## src/rtl/cordic_fixedpoint_pkg.sv

```systemverilog
// cordic_fixedpoint_pkg: shared widths, Q3.20 angle constants and phase-control FSM encoding
package cordic_fixedpoint_pkg;
    localparam int PHASE_IN_W = 23;
    localparam int PHASE_W    = 22;
    localparam int FRAC_W     = 20;
    localparam logic signed [PHASE_IN_W-1:0] PI      = 23'sd3294199;
    localparam logic signed [PHASE_IN_W-1:0] PI_HALF = 23'sd1647099;
    typedef enum logic [2:0] {
        S_IDLE,
        S_FOLD,
        S_INIT,
        S_ITER,
        S_DONE
    } state_e;
endpackage

```

## src/rtl/cordic_fixedpoint_phasefold.sv

```systemverilog
// cordic_fixedpoint_phasefold: folds a raw angle into [-pi/2, +pi/2] by +/-pi with result negation
// Optional CORDIC_PHASE_RANGE_CHECK_EN adds range_err_o and clamps |phase| to pi first.
module cordic_fixedpoint_phasefold
    import cordic_fixedpoint_pkg::*;
(
    input  logic [PHASE_IN_W-1:0] phase_i,
    output logic [PHASE_W-1:0]    normalize_o,
    output logic                  negate_o
`ifdef CORDIC_PHASE_RANGE_CHECK_EN
    ,
    output logic                  range_err_o
`endif
);
    logic signed [PHASE_IN_W-1:0] p;

    always_comb begin
        p = $signed(phase_i);
`ifdef CORDIC_PHASE_RANGE_CHECK_EN
        range_err_o = 1'b0;
        if (p > PI) begin
            p = PI;
            range_err_o = 1'b1;
        end else if (p < -PI) begin
            p = -PI;
            range_err_o = 1'b1;
        end
`endif
        negate_o = (p > PI_HALF) || (p < -PI_HALF);
        normalize_o = (p > PI_HALF) ? PHASE_W'(p - PI) :
                      (p < -PI_HALF) ? PHASE_W'(p + PI) : PHASE_W'(p);
    end
endmodule

```

## src/rtl/cordic_fixedpoint_phasectrl.sv

```systemverilog
// cordic_fixedpoint_phasectrl: accepts an angle, folds it, then sequences init pulse and arctan ROM addresses
// Optional CORDIC_PHASE_RANGE_CHECK_EN adds the oRange_err output.
module cordic_fixedpoint_phasectrl
    import cordic_fixedpoint_pkg::*;
#(
    parameter int ITER   = 16,
    parameter int ADDR_W = 4
) (
    input  logic                  iClk,
    input  logic                  iReset_n,
    input  logic                  iStart,
    input  logic [PHASE_IN_W-1:0] iPhase,
    output logic                  oReady,
    output logic                  oBusy,
    output logic                  oPhase_init_flag,
    output logic [PHASE_W-1:0]    oPhase_normalize,
    output logic [ADDR_W-1:0]     oPhase_addr,
    output logic                  oIter_valid,
    output logic                  oNegate,
    output logic                  oDone
`ifdef CORDIC_PHASE_RANGE_CHECK_EN
    ,
    output logic                  oRange_err
`endif
);
    localparam logic [ADDR_W-1:0] LAST = ADDR_W'(ITER - 1);

    if (ITER < 1 || ITER > 16 || (2 ** ADDR_W) < ITER) begin : g_bad_param
        $error("cordic_fixedpoint_phasectrl: illegal ITER/ADDR_W");
    end

    state_e                state_q, state_d;
    logic [ADDR_W-1:0]     cnt_q, cnt_d;
    logic [PHASE_IN_W-1:0] phase_q, phase_d;
    logic [PHASE_W-1:0]    norm_q, norm_d, fold_norm;
    logic                  neg_q, neg_d, fold_neg;
    logic                  ready_q, ready_d, busy_q, busy_d;
    logic                  init_q, init_d, valid_q, valid_d, done_q, done_d;
    logic [ADDR_W-1:0]     addr_q, addr_d;

`ifdef CORDIC_PHASE_RANGE_CHECK_EN
    logic rerr_q, rerr_d, fold_rerr;

    cordic_fixedpoint_phasefold u_fold (
        .phase_i     (phase_q),
        .normalize_o (fold_norm),
        .negate_o    (fold_neg),
        .range_err_o (fold_rerr)
    );

    always_comb rerr_d = (state_q == S_FOLD) ? fold_rerr : rerr_q;

    always_ff @(posedge iClk)
        rerr_q <= iReset_n ? rerr_d : 1'b0;

    assign oRange_err = rerr_q;
`else
    cordic_fixedpoint_phasefold u_fold (
        .phase_i     (phase_q),
        .normalize_o (fold_norm),
        .negate_o    (fold_neg)
    );
`endif

    always_comb begin
        state_d = state_q;
        cnt_d   = cnt_q;
        phase_d = phase_q;
        norm_d  = norm_q;
        neg_d   = neg_q;
        case (state_q)
            S_IDLE: if (iStart) begin
                state_d = S_FOLD;
                phase_d = iPhase;
            end
            S_FOLD: begin
                state_d = S_INIT;
                norm_d  = fold_norm;
                neg_d   = fold_neg;
            end
            S_INIT: begin
                state_d = S_ITER;
                cnt_d   = '0;
            end
            S_ITER: if (cnt_q == LAST) state_d = S_DONE;
                    else cnt_d = cnt_q + ADDR_W'(1);
            S_DONE: state_d = S_IDLE;
            default: state_d = S_IDLE;
        endcase
    end

    // Outputs are decoded from the next state so they change on the same edge as the state.
    always_comb begin
        ready_d = (state_d == S_IDLE);
        busy_d  = ~ready_d;
        init_d  = (state_d == S_INIT);
        valid_d = (state_d == S_ITER);
        done_d  = (state_d == S_DONE);
        addr_d  = valid_d ? cnt_d : '0;
    end

    always_ff @(posedge iClk) begin
        if (!iReset_n) begin
            state_q <= S_IDLE;
            cnt_q   <= '0;
            phase_q <= '0;
            norm_q  <= '0;
            neg_q   <= 1'b0;
            ready_q <= 1'b1;
            busy_q  <= 1'b0;
            init_q  <= 1'b0;
            valid_q <= 1'b0;
            done_q  <= 1'b0;
            addr_q  <= '0;
        end else begin
            state_q <= state_d;
            cnt_q   <= cnt_d;
            phase_q <= phase_d;
            norm_q  <= norm_d;
            neg_q   <= neg_d;
            ready_q <= ready_d;
            busy_q  <= busy_d;
            init_q  <= init_d;
            valid_q <= valid_d;
            done_q  <= done_d;
            addr_q  <= addr_d;
        end
    end

    assign oReady           = ready_q;
    assign oBusy            = busy_q;
    assign oPhase_init_flag = init_q;
    assign oPhase_normalize = norm_q;
    assign oPhase_addr      = addr_q;
    assign oIter_valid      = valid_q;
    assign oNegate          = neg_q;
    assign oDone            = done_q;
endmodule

```

## config.mk

```make
export PLATFORM = sky130hd
export DESIGN_NAME = cordic_fixedpoint_phasectrl
export DESIGN_NICKNAME = d
export VERILOG_FILES = /design/src/rtl/cordic_fixedpoint_pkg.sv /design/src/rtl/cordic_fixedpoint_phasefold.sv /design/src/rtl/cordic_fixedpoint_phasectrl.sv
export SDC_FILE = /design/constraint.sdc
export NUM_CORES = 1
export LEC_CHECK = 0
export CAP_MARGIN = 20
export CORE_MARGIN = 2
export CORE_UTILIZATION = 40
export DETAILED_ROUTE_END_ITERATION = 6
export GPL_TIMING_DRIVEN = 0
export PLACE_DENSITY = 0.67
export SKIP_LAST_GASP = 1
export SLEW_MARGIN = 0
export SYNTH_ARGS = -nofsm -noshare
export SYNTH_HDL_FRONTEND = slang
export SYNTH_SLANG_ARGS = --single-unit
export TNS_END_PERCENT = 10
```

## constraint.sdc

```tcl
create_clock -name iClk -period 2.6 [get_ports iClk]
set_input_delay 0.78 -clock iClk [delete_from_list [all_inputs] [get_ports iClk]]
set_output_delay 0.78 -clock iClk [all_outputs]
set_load 0.01 [all_outputs]
```

Word-level counts from Yosys, hierarchy flattened
Index checks and enable logic that the tools add are counted.
{"block": "totals", "register_bits": 62, "input_bits": 26, "output_inout_bits": 32, "wordCells": 36}
{"block": "classes", "add_sub_neg": 3, "n_lt_le_gt_ge": 2, "n_eq_ne": 7, "muxes": 7, "n_bitwise": 1, "n_reduce_logical": 5}
{"operator": "$mux 22", "n": 2}
{"operator": "$gt 23x22->1 const B", "n": 1}
{"operator": "$lt 23x22->1 const B", "n": 1}
{"operator": "$add 22x21->22 const B", "n": 1}
{"operator": "$sub 22x21->22 const B", "n": 1}
{"operator": "$eq 3x2->1 const B", "n": 4}
{"operator": "$pmux 3 s4", "n": 1}
{"operator": "$pmux 4 s2", "n": 1}
{"operator": "$logic_not 3->1", "n": 2}
{"operator": "$mux 3", "n": 2}
{"operator": "$add 4x1->4 const B", "n": 1}
{"operator": "$eq 4x4->1 const B", "n": 1}
{"operator": "$mux 4", "n": 1}
{"operator": "$reduce_and 2->1", "n": 2}
{"operator": "$eq 3x1->1 const B", "n": 1}
{"operator": "$eq 3x3->1 const B", "n": 1}
{"operator": "$logic_or 1x1->1", "n": 1}
{"operator": "$not 1->1", "n": 1}

Depth between registers and ports, before layout
{"block": "depth", "word_depth": 5, "ltp_mapped": 9, "depth_no_buf": 8}

Cells and area by module
Synthesis repeated with hierarchy kept, for this count alone.
{"block": "unflattened", "cells_unflattened": 444, "area_unflattened_um2": 3445.8}
{"mod": "cordic_fixedpoint_phasectrl", "instances": 1, "cells_per_inst": 266, "area_per_inst_um2": 2229.6, "seq_area_each_um2": 1241.2}
{"mod": "cordic_fixedpoint_phasefold", "instances": 1, "cells_per_inst": 178, "area_per_inst_um2": 1216.2, "seq_area_each_um2": 0.0}

Least setup slack after synthesis
Ideal clock, no wire load.
{"block": "synth_path", "path_type": "register -> register", "from": "register phase_q[20]", "to": "register norm_q[13], in the netlist oPhase_normalize[13]", "setup_ps": 117, "arrival_time_ps": 2103, "t_required_ps": 2483, "slack_ps": 380, "stages_incl_launch_ff": 7, "n_path_buf": 0, "synth_period_minus_slack_ps": 2220, "cell_sequence": "dfxtp_1 -> or2_0 -> or4_4 -> o21a_4 -> o2111a_1 -> or3_1 -> a32o_1"}
{"block": "synth_via", "elab_chain_cells": 3, "elab_cells_between_ends": 4, "classes_between": "order compare (2); mux (2)"}
{"item": "from (decl)", "line": "cordic_fixedpoint_phasectrl.sv:34", "source": "logic [PHASE_IN_W-1:0] phase_q, phase_d;"}
{"item": "from (signal assigned)", "line": "cordic_fixedpoint_phasectrl.sv:118", "source": "phase_q <= phase_d;"}
{"item": "$lt 23x22->1", "line": "cordic_fixedpoint_phasefold.sv:30", "source": "(p < -PI_HALF) ? PHASE_W'(p + PI) : PHASE_W'(p);"}
{"item": "$mux 22", "line": "cordic_fixedpoint_phasefold.sv:30"}
{"item": "$mux 22 *", "line": "cordic_fixedpoint_phasefold.sv:29", "source": "normalize_o = (p > PI_HALF) ? PHASE_W'(p - PI) :"}
{"item": "to (signal assigned)", "line": "cordic_fixedpoint_phasectrl.sv:119", "source": "norm_q <= norm_d;"}
{"item": "to (decl)", "line": "cordic_fixedpoint_phasectrl.sv:35", "source": "logic [PHASE_W-1:0] norm_q, norm_d, fold_norm;"}
Mark *: on every way between the ends. The rest lies on a longest branch, timed or not.
A chain may end at the register's enable or synchronous reset.

Worst setup path after layout
{"block": "layout_path", "from": "register phase_q[20]", "to": "register norm_q[15], in the netlist oPhase_normalize[15]"}
Same word-level chain as after synthesis.

==> flow_summary.ini <==
[synthesis]
synth_cell_type_count = 69
netlist.area_leader.share_pct = 35.9
avgSynthCellArea_um2 = 7.71
ys_seq_area_share_pct = 35.9
synth_edf_count = 0
synth-seq-cells = 62
syn_area_mm2 = 0.00345
syn-num-nets = 477
synth_top_area_cell = dfxtp_1
syn_inst = 448
yosys_warnings = 0
synthTopCellsByArea = dfxtp_1 36%, nand2_1 8.8%, a21oi_1 4.6%, nand3_1 4.2%, nor2_1 3.3%
ys.flop_type = dfxtp_1
async_flop_share_pct = 0

[worst_setup_path]
critPathLaunchType = register
slowest_stage = or4_4
r2r-start = phase_q[20]$_SDFFE_PN0P_
critPathArrivalTime_ns = 2.82
critical_path.cell_chain = or2_0, or4_4, o21a_4, o21ai_1, o41ai_1, or3_1
crit_family = simple AND/OR/NAND/NOR gates
required_ns = 2.83
crit_start = phase_q[20]$_SDFFE_PN0P_
crit_type = reg2reg
critPathBufInv = 0
end_kind = register
critical_path.max_fanout = 8
slowest_delay_ns = 0.57

[route]
drtIter0Drc = 304
antenna_left = 0
routedWlPerCell_um = 17.0
finalWirelength_um = 10600
drtPass1Iterations = 5
vias_per_cell = 5.86
drc = 0
vias = 3676

[die]
die_height_um = 96.9
design.die.area_mm2 = 0.00940
core_area_mm2 = 0.00830
die-width_um = 96.9
pin_count = 58
initial_core_util_pct = 41.6
row_count = 33

[clock_tree]
cts_buffers = 9
cts.path.max_buffers = 2
cts_root_buf = clkbuf_8
clock-sinks = 62
clkSlewWorstSetupHoldPaths_ns = 0.08
cts_tree = yes
clock_latency_ns = 0.36
cts_max_level = 3

[global_routing]
grt-ovfl-total = 0
grt_pass1_wl_um = 17600
antenna_found_initial = 0
grt_pass1_vias = 3492
track_usage_pct = 22.8
grt_max_degree = 13

[final_layout]
syn_to_final_growth_pct = 26.8
fin_area_mm2 = 0.00438
fin_nets = 546
multi_input_comb_area_mm2 = 0.00203
nFillCells = 845
final_cells = 627
utilization_pct = 52.8
layout-drive-gt1-share_pct = 8.62
seq_area_mm2 = 0.00124
num_antenna_cells = 0

[power_and_ir_drop]
peakVddDrop_mv = 0.380
finalPower_mw = 2.47
p_leak_nw = 1.55
power_density_mw_per_mm2 = 564

[timing]
setup_violations = 0
fin_ws_ns = 0.0171
slew_viol_final = 0
hold_slack_ns = 0.452
fin_setup_tns_ns = 0
max_slew_margin_pct = 42.2
tightest_slew_ns = 0.862
fmax_mhz = 387
rsz0062_at_grt = yes
finalCritPeriodShare_pct = 99.3
fin_skew_ns = 0.0141
finalHoldViolations = 0
period_minus_slack_ns = 2.58

[hold_path]
worst_hold_path_type = reg2reg
worstHoldStart = oPhase_normalize[3]$_SDFFE_PN0P_

[placed_design]
place_area_mm2 = 0.00416
place.gp.congestion = 0.915
placed_cells = 610
pre_cts_ws_ns = -0.300
dp_hpwl_um = 7740
port_buffers = 57

[run]
drv_cap = 0

[status]
status = finished clean
## final cells by class
cell class	count	share of cell area, %
inverters	14	1.20
multi-input cells	337	46.3
well taps	105	3.00
repair buffers	59	13.4
flip-flops and latches	62	28.3
clock inverters	7	1.69
plain buffers	34	3.29
clock buffers	9	2.83
## Yosys cell counts, types with 5 or more instances
master    count
o211ai_1      6
or3_1        11
and3_1        9
o31ai_1       7
nor4_1        7
a32oi_1       5
inv_1        13
a21oi_1      32
buf_2         9
nand2_1      81
nand3_1      29
nor2_1       30
dfxtp_1      62
a31oi_1      10
o21ai_0      13
nor3_1        9
clkbuf_1     24
## registers in the layout, indices dropped and copies added, names as in the netlist
register,count
oPhase_normalize,22
oPhase_addr,4
oPhase_init_flag,1
oReady,1
phase_q,23
oNegate,1
oIter_valid,1
oBusy,1
oDone,1
cnt_q,4
state_q,3
## path summary, 6_finish.rpt
check / endpoint / slack (ns) / cells after the start
worst max-delay path: oPhase_normalize[15]$_SDFFE_PN0P_ / 0.02 / 6
worst min-delay path: oPhase_normalize[3]$_SDFFE_PN0P_ / 0.45 / 2
worst max register to register: oPhase_normalize[15]$_SDFFE_PN0P_ / 0.02 / 6
worst min register to register: oPhase_normalize[3]$_SDFFE_PN0P_ / 0.45 / 2
## worst min-delay path: stages (launching register included)
cell,delay [ns]
dfxtp_1,0.33
nand2_1,0.05
o31ai_1,0.05
## layout by cell type (no fill, tap or decap), drive strengths merged, types with 12 or more instances in the layout
cell type	count
clkbuf	33
o21ai	15
nor2	31
buf	12
a21oi	32
nand3	29
nand2	81
inv	14
clkdlybuf4s50	57
dfxtp	62
## metal layers
layer | share of wire (%) | track usage [%] | up-vias
met3 | 5.1 | 3.68 | 21
li1 | - | - | 1799
met2 | 45 | 35.5 | 122
met4 | 2.4 | 8.45 | 0
met5 | 0 | 0 | -
met1 | 48 | 31.9 | 1734
## report_power, final
group | switching [mW] | internal [mW]
Sequential | 0.0421 | 1.00
Clock | 0.434 | 0.446
Combinational | 0.331 | 0.214
Total | 0.807 | 1.66
## logic make-up after synthesis
| kind of cell | after synthesis | synth area share, % |
|---|---|---|
| XOR/XNOR | 1 | 0.254 |
| AND/OR/NAND/NOR | 203 | 28.5 |
| buffers and inverters | 49 | 5.76 |
| multiplexers | 2 | 0.616 |
| flip-flops | 62 | 35.9 |
| adder cells (fa/ha/maj) | 3 | 1.09 |
| AO/OA/AOI/OAI | 128 | 27.9 |
## repair_timing
item | 4_1_cts | 5_1_grt
pin swaps | 1 | 0
endpoints found under the setup margin | 2 | 43
hold buffers | 0 | 0
resized for setup | 0 | 5
gates cloned | 0 | 0
buffers inserted | 2 | 0
No activity file was read; power rests on OpenSTA's default activity.
